===== config.mk =====
export PLATFORM = sky130hd
export DESIGN_NAME = display_timing_ctrl
export DESIGN_NICKNAME = d
export VERILOG_FILES = /design/src/rtl/display_pkg.sv /design/src/rtl/video_timing_counter.sv /design/src/rtl/display_timing_ctrl.sv
export SDC_FILE = /design/constraint.sdc
export NUM_CORES = 1
export LEC_CHECK = 0
export ABC_AREA = 0
export BUFFER_PORTS_ARGS = -buffer_cell sky130_fd_sc_hd__buf_2
export CAP_MARGIN = 20
export CORE_ASPECT_RATIO = 0.8
export CORE_MARGIN = 2
export CORE_UTILIZATION = 55
export DETAILED_ROUTE_END_ITERATION = 16
export PLACE_DENSITY = 0.81
export SKIP_LAST_GASP = 1
export SLEW_MARGIN = 5
export SYNTH_ARGS = -nofsm -noshare
export SYNTH_HDL_FRONTEND = slang
export SYNTH_SLANG_ARGS = --single-unit

===== constraint.sdc =====
create_clock -name TD_CLK27 -period 2.2 [get_ports TD_CLK27]
set_input_delay 0.11 -clock TD_CLK27 [delete_from_list [all_inputs] [get_ports TD_CLK27]]
set_output_delay 0.11 -clock TD_CLK27 [all_outputs]
set_load 0.1 [all_outputs]

===== src/rtl/display_pkg.sv =====
// Shared definitions for the display pipeline: controller state encoding and
// default 640x480-style timing constants at a 1600-clock line.
package display_pkg;

  typedef enum logic [1:0] {
    DEC_RST = 2'd0,
    IDLE    = 2'd1,
    RUN     = 2'd2,
    DRAIN   = 2'd3
  } dtc_state_e;

  localparam int DEF_HOR_FIELD      = 1279;
  localparam int DEF_HOR_STR_SYNC   = 1311;
  localparam int DEF_HOR_STP_SYNC   = 1503;
  localparam int DEF_HOR_TOTAL      = 1599;
  localparam int DEF_VER_FIELD      = 479;
  localparam int DEF_VER_STR_SYNC   = 489;
  localparam int DEF_VER_STP_SYNC   = 491;
  localparam int DEF_VER_TOTAL      = 520;
  localparam int DEF_DEC_RST_CYCLES = 270;

endpackage


===== src/rtl/video_timing_counter.sv =====
// Pixel/line counters plus registered sync, blank and start-pulse decode.
// Counters run only while 'active'; decoded outputs trail the counters by 1.
module video_timing_counter
  import display_pkg::*;
#(
  parameter int HOR_FIELD    = DEF_HOR_FIELD,
  parameter int HOR_STR_SYNC = DEF_HOR_STR_SYNC,
  parameter int HOR_STP_SYNC = DEF_HOR_STP_SYNC,
  parameter int HOR_TOTAL    = DEF_HOR_TOTAL,
  parameter int VER_FIELD    = DEF_VER_FIELD,
  parameter int VER_STR_SYNC = DEF_VER_STR_SYNC,
  parameter int VER_STP_SYNC = DEF_VER_STP_SYNC,
  parameter int VER_TOTAL    = DEF_VER_TOTAL
) (
  input  logic        clk,
  input  logic        rst_n,
  input  logic        active,
  output logic [10:0] hcount,
  output logic [9:0]  vcount,
  output logic        frame_end,
  output logic        hs_n,
  output logic        vs_n,
  output logic        blank,
  output logic        line_start,
  output logic        frame_start
);

  logic h_last;
  logic v_last;

  // End-of-line / end-of-frame detection on the live counter values
  always_comb begin
    h_last    = (hcount == 11'(HOR_TOTAL));
    v_last    = (vcount == 10'(VER_TOTAL));
    frame_end = active && h_last && v_last;
  end

  // Counters advance while scanning and park at the origin otherwise
  always_ff @(posedge clk) begin
    if (!rst_n || !active) begin
      hcount <= '0;
      vcount <= '0;
    end else if (h_last) begin
      hcount <= '0;
      vcount <= v_last ? '0 : vcount + 10'd1;
    end else begin
      hcount <= hcount + 11'd1;
    end
  end

  // Registered decode of the current counter position
  always_ff @(posedge clk) begin
    if (!rst_n) begin
      hs_n        <= 1'b1;
      vs_n        <= 1'b1;
      blank       <= 1'b1;
      line_start  <= 1'b0;
      frame_start <= 1'b0;
    end else begin
      hs_n        <= !(active && hcount >= 11'(HOR_STR_SYNC) && hcount <= 11'(HOR_STP_SYNC));
      vs_n        <= !(active && vcount >= 10'(VER_STR_SYNC) && vcount <= 10'(VER_STP_SYNC));
      blank       <= !active || hcount > 11'(HOR_FIELD) || vcount > 10'(VER_FIELD);
      line_start  <= active && hcount == '0;
      frame_start <= active && hcount == '0 && vcount == '0;
    end
  end

endmodule


===== src/rtl/display_timing_ctrl.sv =====
// Display timing controller: decoder reset sequencing, run/drain control of
// the raster counters, and the per-line fetch request handshake.
module display_timing_ctrl
  import display_pkg::*;
#(
  parameter int HOR_FIELD      = DEF_HOR_FIELD,
  parameter int HOR_STR_SYNC   = DEF_HOR_STR_SYNC,
  parameter int HOR_STP_SYNC   = DEF_HOR_STP_SYNC,
  parameter int HOR_TOTAL      = DEF_HOR_TOTAL,
  parameter int VER_FIELD      = DEF_VER_FIELD,
  parameter int VER_STR_SYNC   = DEF_VER_STR_SYNC,
  parameter int VER_STP_SYNC   = DEF_VER_STP_SYNC,
  parameter int VER_TOTAL      = DEF_VER_TOTAL,
  parameter int DEC_RST_CYCLES = DEF_DEC_RST_CYCLES
) (
  input  logic        TD_CLK27,
  input  logic        RESET_N,
  input  logic        EN,
  input  logic        FETCH_ACK,
  input  logic        UNDERRUN_CLR,
  output logic        TD_RESET_N,
  output logic        HS_N,
  output logic        VS_N,
  output logic        BLANK,
  output logic        LINE_START,
  output logic        FRAME_START,
  output logic [10:0] HCOUNT,
  output logic [9:0]  VCOUNT,
  output logic        FETCH_REQ,
  output logic [9:0]  FETCH_LINE,
  output logic        UNDERRUN,
  output logic        BUSY
);

  localparam int DW = (DEC_RST_CYCLES > 1) ? $clog2(DEC_RST_CYCLES) : 1;

  dtc_state_e    state;
  dtc_state_e    state_nxt;
  logic [DW-1:0] rst_cnt;
  logic          rst_done;
  logic          active;
  logic          frame_end;
  logic [9:0]    next_line;
  logic          fetch_due;
  logic          underrun_set;

  // Controller state register
  always_ff @(posedge TD_CLK27) begin
    if (!RESET_N) state <= DEC_RST;
    else          state <= state_nxt;
  end

  // Decoder reset hold-time counter, running only in DEC_RST
  always_ff @(posedge TD_CLK27) begin
    if (!RESET_N || state != DEC_RST) rst_cnt <= '0;
    else                              rst_cnt <= rst_cnt + DW'(1);
  end

  // Next-state logic and state-derived outputs
  always_comb begin
    state_nxt  = state;
    rst_done   = (rst_cnt == DW'(DEC_RST_CYCLES - 1));
    active     = (state == RUN) || (state == DRAIN);
    TD_RESET_N = (state != DEC_RST);
    BUSY       = (state != IDLE);
    unique case (state)
      DEC_RST: if (rst_done) state_nxt = IDLE;
      IDLE:    if (EN) state_nxt = RUN;
      RUN:     if (!EN) state_nxt = DRAIN;
      DRAIN: begin
        if (EN)             state_nxt = RUN;
        else if (frame_end) state_nxt = IDLE;
      end
      default: state_nxt = DEC_RST;
    endcase
  end

  video_timing_counter #(
    .HOR_FIELD    (HOR_FIELD),
    .HOR_STR_SYNC (HOR_STR_SYNC),
    .HOR_STP_SYNC (HOR_STP_SYNC),
    .HOR_TOTAL    (HOR_TOTAL),
    .VER_FIELD    (VER_FIELD),
    .VER_STR_SYNC (VER_STR_SYNC),
    .VER_STP_SYNC (VER_STP_SYNC),
    .VER_TOTAL    (VER_TOTAL)
  ) u_timing (
    .clk         (TD_CLK27),
    .rst_n       (RESET_N),
    .active      (active),
    .hcount      (HCOUNT),
    .vcount      (VCOUNT),
    .frame_end   (frame_end),
    .hs_n        (HS_N),
    .vs_n        (VS_N),
    .blank       (BLANK),
    .line_start  (LINE_START),
    .frame_start (FRAME_START)
  );

  // Fetch trigger and underrun detection; the request is launched on the
  // HOR_FIELD cycle so it is visible while HCOUNT shows HOR_FIELD+1
  always_comb begin
    next_line    = (VCOUNT == 10'(VER_TOTAL)) ? '0 : VCOUNT + 10'd1;
    fetch_due    = active && HCOUNT == 11'(HOR_FIELD) && next_line <= 10'(VER_FIELD);
    underrun_set = FETCH_REQ && !FETCH_ACK && HCOUNT == 11'(HOR_TOTAL);
  end

  // Fetch request handshake and sticky underrun flag
  always_ff @(posedge TD_CLK27) begin
    if (!RESET_N) begin
      FETCH_REQ  <= 1'b0;
      FETCH_LINE <= '0;
      UNDERRUN   <= 1'b0;
    end else begin
      if (FETCH_REQ) begin
        if (FETCH_ACK || underrun_set) FETCH_REQ <= 1'b0;
      end else if (fetch_due) begin
        FETCH_REQ  <= 1'b1;
        FETCH_LINE <= next_line;
      end
      if (underrun_set)      UNDERRUN <= 1'b1;
      else if (UNDERRUN_CLR) UNDERRUN <= 1'b0;
    end
  end

endmodule


==> Yosys cells after proc, flatten, opt, wreduce, memory -nomap -nowiden <==
Cells that the tools add are included.
W data, S select, Z words.
{ "word_totals": {"ff_bits": 49, "input_bits": 5, "out_inout_bits": 40, "wordCells": 78} }
{ "op_classes": {"n_addsub": 3, "magnitude_cmp": 7, "n_eq_ne": 12, "mux": 12, "n_bitwise": 1, "reduce_logical": 31} }
{ "ops": {"columns": ["operator", "count"], "rows": [
  ["$eq A11 B11 Y1 const B", 2],
  ["$le A10 B9 Y1 const B", 2],
  ["$logic_and A1 B1 Y1", 12],
  ["$add A11 B1 Y11 const B", 1],
  ["$ge A11 B11 Y1 const B", 1],
  ["$gt A11 B11 Y1 const B", 1],
  ["$le A11 B11 Y1 const B", 1],
  ["$logic_not A11 Y1", 1],
  ["$add A10 B1 Y10 const B", 1],
  ["$eq A10 B10 Y1 const B", 1],
  ["$ge A10 B9 Y1 const B", 1],
  ["$gt A10 B9 Y1 const B", 1],
  ["$logic_not A10 Y1", 1],
  ["$mux W10", 1],
  ["$mux W2", 5],
  ["$add A9 B1 Y9 const B", 1],
  ["$eq A9 B9 Y1 const B", 1],
  ["$pmux W2 S4", 1],
  ["$logic_or A1 B1 Y1", 6],
  ["$ne A2 B2 Y1 const B", 3],
  ["$logic_not A1 Y1", 5],
  ["$mux W1", 5],
  ["$eq A2 B2 Y1 const B", 2],
  ["$reduce_and A4 Y1", 1],
  ["8 further kinds", 9]
]} }

==> Logic depth before layout (Yosys ltp) <==
{ "logic_depth": {"ltp_word": 7, "depth_mapped": 9, "ltp_nobuf": 7} }

==> By module <==
A second synthesis with hierarchy kept.
{ "hier_totals": {"hier_cells": 290, "hier_area_um2": 2544.9} }
{ "modules_own_cells": {"columns": ["module", "n_inst", "cells_each", "area_per_inst_um2", "seq_area_each_um2"], "rows": [
  ["video_timing_counter", 1, 146, 1313.8, 520.5],
  ["display_timing_ctrl", 1, 144, 1231.2, 460.4]
]} }

==> Worst setup path before layout <==
OpenSTA, ideal clock, no wires.
{ "synth_timing": {"path_type": "flip-flop to flip-flop", "start": "reg u_timing.vcount[0]", "end": "reg FETCH_LINE[0]", "setup_ps": 72, "t_arrival_ps": 2497, "required_ps": 2128, "slack_ps": -369, "path_stages_with_launch": 10, "n_path_buf": 2, "synth_period_minus_slack_ps": 2569, "cell_sequence": "dfxtp_1 -> clkbuf_2 -> inv_1 -> ha_1 -> nor2b_1 -> a41oi_2 -> a2111oi_4 -> o21ai_2 -> buf_6 -> mux2i_1"} }
{ "synth_between": {"elab_chain_cells": 5, "word_cells_on_any_way": 6, "classes_between": "1 x add/sub; 1 x order compare; 1 x eq/ne; 1 x mux; 2 x reduce/logical"} }
{ "synth_rtl": {"columns": ["item", "line_no", "source"], "rows": [
  ["start, declared", "video_timing_counter.sv:19", "output logic [9:0] vcount,"],
  ["start signal, assigned", "video_timing_counter.sv:45", "vcount <= v_last ? '0 : vcount + 10'd1;"],
  ["$add A10 B1 Y10 or $eq A10 B10 Y1 (tied branches)", "display_timing_ctrl.sv:104", "next_line = (VCOUNT == 10'(VER_TOTAL)) ? '0 : VCOUNT + 10'd1;"],
  ["$mux W10 (*)", "display_timing_ctrl.sv:104", null],
  ["$le A10 B9 Y1", "display_timing_ctrl.sv:105", "fetch_due = active && HCOUNT == 11'(HOR_FIELD) && next_line <= 10'(VER_FIELD);"],
  ["$logic_and A1 B1 Y1", "display_timing_ctrl.sv:105", null],
  ["$reduce_and A2 Y1 (no line)", null, null],
  ["end signal, assigned", "display_timing_ctrl.sv:120", "FETCH_LINE <= next_line;"],
  ["end, declared", "display_timing_ctrl.sv:30", "output logic [9:0] FETCH_LINE,"]
]} }
Every way passes the cells marked *; elsewhere a longest branch is shown, timed or not.
A chain may end at the register's enable or synchronous reset.

==> Final worst setup path <==
{ "layout_timing": {"start": "reg u_timing.vcount[0]", "end": "reg FETCH_LINE[9]"} }
The elaborated chain is that of the path after synthesis.

==> flow_summary.toml <==
[pwr]
p_per_area_nw_per_um2 = 512.5
power_mw = 1.422
p_leak_nw = 1.139
ir_drop_mv = 0.3976

[logic_synthesis]
synth_compound_area_share_pct = 10.55
synth_nets = 286
synth_top_family_by_area = "simple AND/OR/NAND/NOR gates"
synthMuxAreaShare_pct = 3.311
synth-xor-area-share_pct = 9.053
synth_cell_types = 46
syn_avg_cell_area_um2 = 8.859
yosys.area.top_type_share_pct = 40.56
synth-simple-area-share_pct = 27.26
async_reset_ff_share_pct = 0
yosysSeqAreaShare_pct = 40.56
synthFlopType = "dfxtp_1"
postSynthCellCount = 273
yosysWarnings = 0
synthesis.area_um2 = 2419
yosys.area_share.adder_pct = 4.139
synth_edf_count = 0
synth_seq_cells = 49
post-synth-top-area-cell = "dfxtp_1"
synthTopCellsByArea = "dfxtp_1 (41%), nor2_1 (5.4%), xnor2_1 (5.4%)"

[floorplan]
core_area_um2 = 4204
die_h_um = 63.31
die_w_um = 78.14
placementRows = 21
io_pins = 45
start_util_pct = 57.53
die_area_um2 = 4947

[job]
cap_viol_max_count = 0

[setup_path]
crit_chain = "inv_1 -> ha_1 -> nor2b_1 -> a41oi_2 -> a2111oi_4 -> o21ai_4 -> and3_1"
r2r_slack_ps = 190
end_kind = "flip-flop"
cp_max_fo = 11
worstRegToRegCells = 7
crit_path_top_delay_cell = "a2111oi_4"
cp.arrival_ps = 2210
critPathRequiredTime_ps = 2400
cpPeakStageDelay_ps = 410
worst_r2r_startpoint = "u_timing.vcount[0]"
criticalPathCategory = "flip-flop to flip-flop"
startpoint_type = "flip-flop"
worstReg2RegEnd = "FETCH_LINE[9]"

[timing]
hold_violations = 0
final.setup_skew_ps = 5.780
fin_tns_setup_ps = 0
report.final.slew_viol_count = 0
worst_pin_slew_ps = 504.4
fin_crit_sh_pct = 91.22
finalSetupViolations = 0
rsz0062_at_grt = "no"
finalCriticalPeriod_ps = 2007
max_freq_ghz = 0.4983
slew_headroom_pct = 66.12

[clock_network]
clk_pin_slew_ps = 80
cts_buffers = 5
cts_tree = "built"
htree_levels = 2
post-cts-setup-buffers = 0
clockBufferDepth = 2
root_buffer = "clkbuf_8"
holdBufCountCts = 0
cts.sinks = 49
clk_latency_ps = 300

[place]
gp_congestion = 0.8245
hpwl_um = 3764
io_buffers = 44

[global_routing]
top_usage_layer = "met2"
grt_usage_pct = 22.45
gr-total-overflow = 0
grt_use_met1_pct = 28.44
antenna_found_initial = 0
grt_max_degree = 25
grt_pass1_wl_um = 8783
grt_use_met2_pct = 36.42
use_met3_pct = 5.731
grt_pass1_vias = 1966

[cells_and_area]
fin_nets = 327
area_growth_pct = 14.69
fin_util_pct = 65.98
diodes = 0
drive_gt1_share_pct = 24.76

[route]
dr.pass1.iters = 4
drc = 0
avgRoutedWirePerCell_um = 13.86
via_per_inst = 5.583
routed_wl_um = 5157
num_vias = 2077
drtIter0Drc = 95
postRouteAntennaNets = 0

[hold_path]
hold_class = "primary input to flip-flop"
holdPathEnd = "UNDERRUN"
hold_depth = 3
worstHoldStart = "UNDERRUN_CLR"

[run_status]
run_status = "complete, no violations"
-- worst max-delay path: cells and delay by family (launching register included) --
kind | cells | cell delay, ps
flops | 1 | 380
buf+inv | 1 | 110
fa+ha+maj | 1 | 170
compound gates | 3 | 810
simple gates | 2 | 440
-- cell usage in the layout, fill, tap and decap left out, types with 8 or more instances in the layout --
cell,instances
inv_1,11
buf_2,44
xnor2_1,15
and3_1,9
nor2_1,35
nand3_1,13
mux2i_1,8
nand2_1,31
xor2_1,10
ha_1,8
dfxtp_2,15
dfxtp_1,34
-- how the worst max path moves through the flow --
stage | from | to | slack (ps)
CTS | u_timing.vcount[0] | FETCH_LINE[9] | 100
global route | u_timing.vcount[0] | FETCH_LINE[9] | 6
detailed placement | u_timing.vcount[0] | FETCH_LINE[9] | 120
floorplan | u_timing.hcount[9] | u_timing.vcount[3] | 0.5
global placement | u_timing.vcount[0] | FETCH_LINE[9] | 200
finish | u_timing.vcount[0] | FETCH_LINE[9] | 190
-- where the power goes --
part	leakage (nW)	switching [mW]	internal, mW
Sequential	0.403	0.00530	0.890
Combinational	0.691	0.0144	0.0109
Clock	0.0450	0.280	0.220
-- synthesized netlist by cell type (all sizes together), types with 3 or more instances --
cell,count
nor4b,3
xnor2,15
nand2,31
buf,6
nand4b,3
o21ai,6
nor3,3
and3,9
nand4,5
nor2,35
nor4,4
mux2i,8
a21boi,5
clkbuf,9
and4,5
a31oi,3
xor2,10
nand3,13
a21oi,6
nor2b,3
ha,8
inv,11
dfxtp,49
nand2b,3
-- metal layers --
layer / routed length, um / part of all wire, %
met1: 2326 / 45
met2: 2414 / 47
met3: 322 / 6.2
met4: 94 / 1.8
met5: 0 / 0
-- flip-flops by register name, summed over array words and instances, names as in the netlist --
| name | flops |
|---|---|
| FETCH_LINE | 10 |
| UNDERRUN | 1 |
| u_timing.line_start | 1 |
| state | 2 |
| u_timing.frame_start | 1 |
| u_timing.vs_n | 1 |
| u_timing.vcount | 10 |
| rst_cnt | 9 |
| FETCH_REQ | 1 |
| u_timing.blank | 1 |
| u_timing.hcount | 11 |
| u_timing.hs_n | 1 |
-- per-stage QoR --
stage	hold slack, ps	instance area (um2)	setup WS [ps]	std cells
2_1_floorplan	291.1	2437	0.4889	273
3_3_place_gp	388.9	2684	202.2	364
3_5_place_dp	406.2	2684	120.8	364
4_1_cts	81.62	2766	103.1	372
5_1_grt	79.89	2774	5.866	372
6_report	84.14	2774	193.1	372
-- area by class of cell --
cell class,count,area (um2)
clock buffers,6,72.57
clock inverters,2,10.01
repair buffers,49,257.7
fillers,378,1430
flip-flops and latches,49,999.7
multi-input cells,198,1321
inverters,11,41.29
well taps,57,71.32
-- cells by family after synthesis --
logic type	Yosys count
xor+xnor	25
simple gates	124
flops	49
buf+inv	26
compound gates	33
fa+ha+maj	8
mux	8
-- timing repair --
item | in CTS | in global routing
setup endpoints to repair | 0 | 9
hold endpoints to repair | 0 | 0
gates resized for setup | 0 | 1
Note: power is estimated with default switching activity, not from simulation.
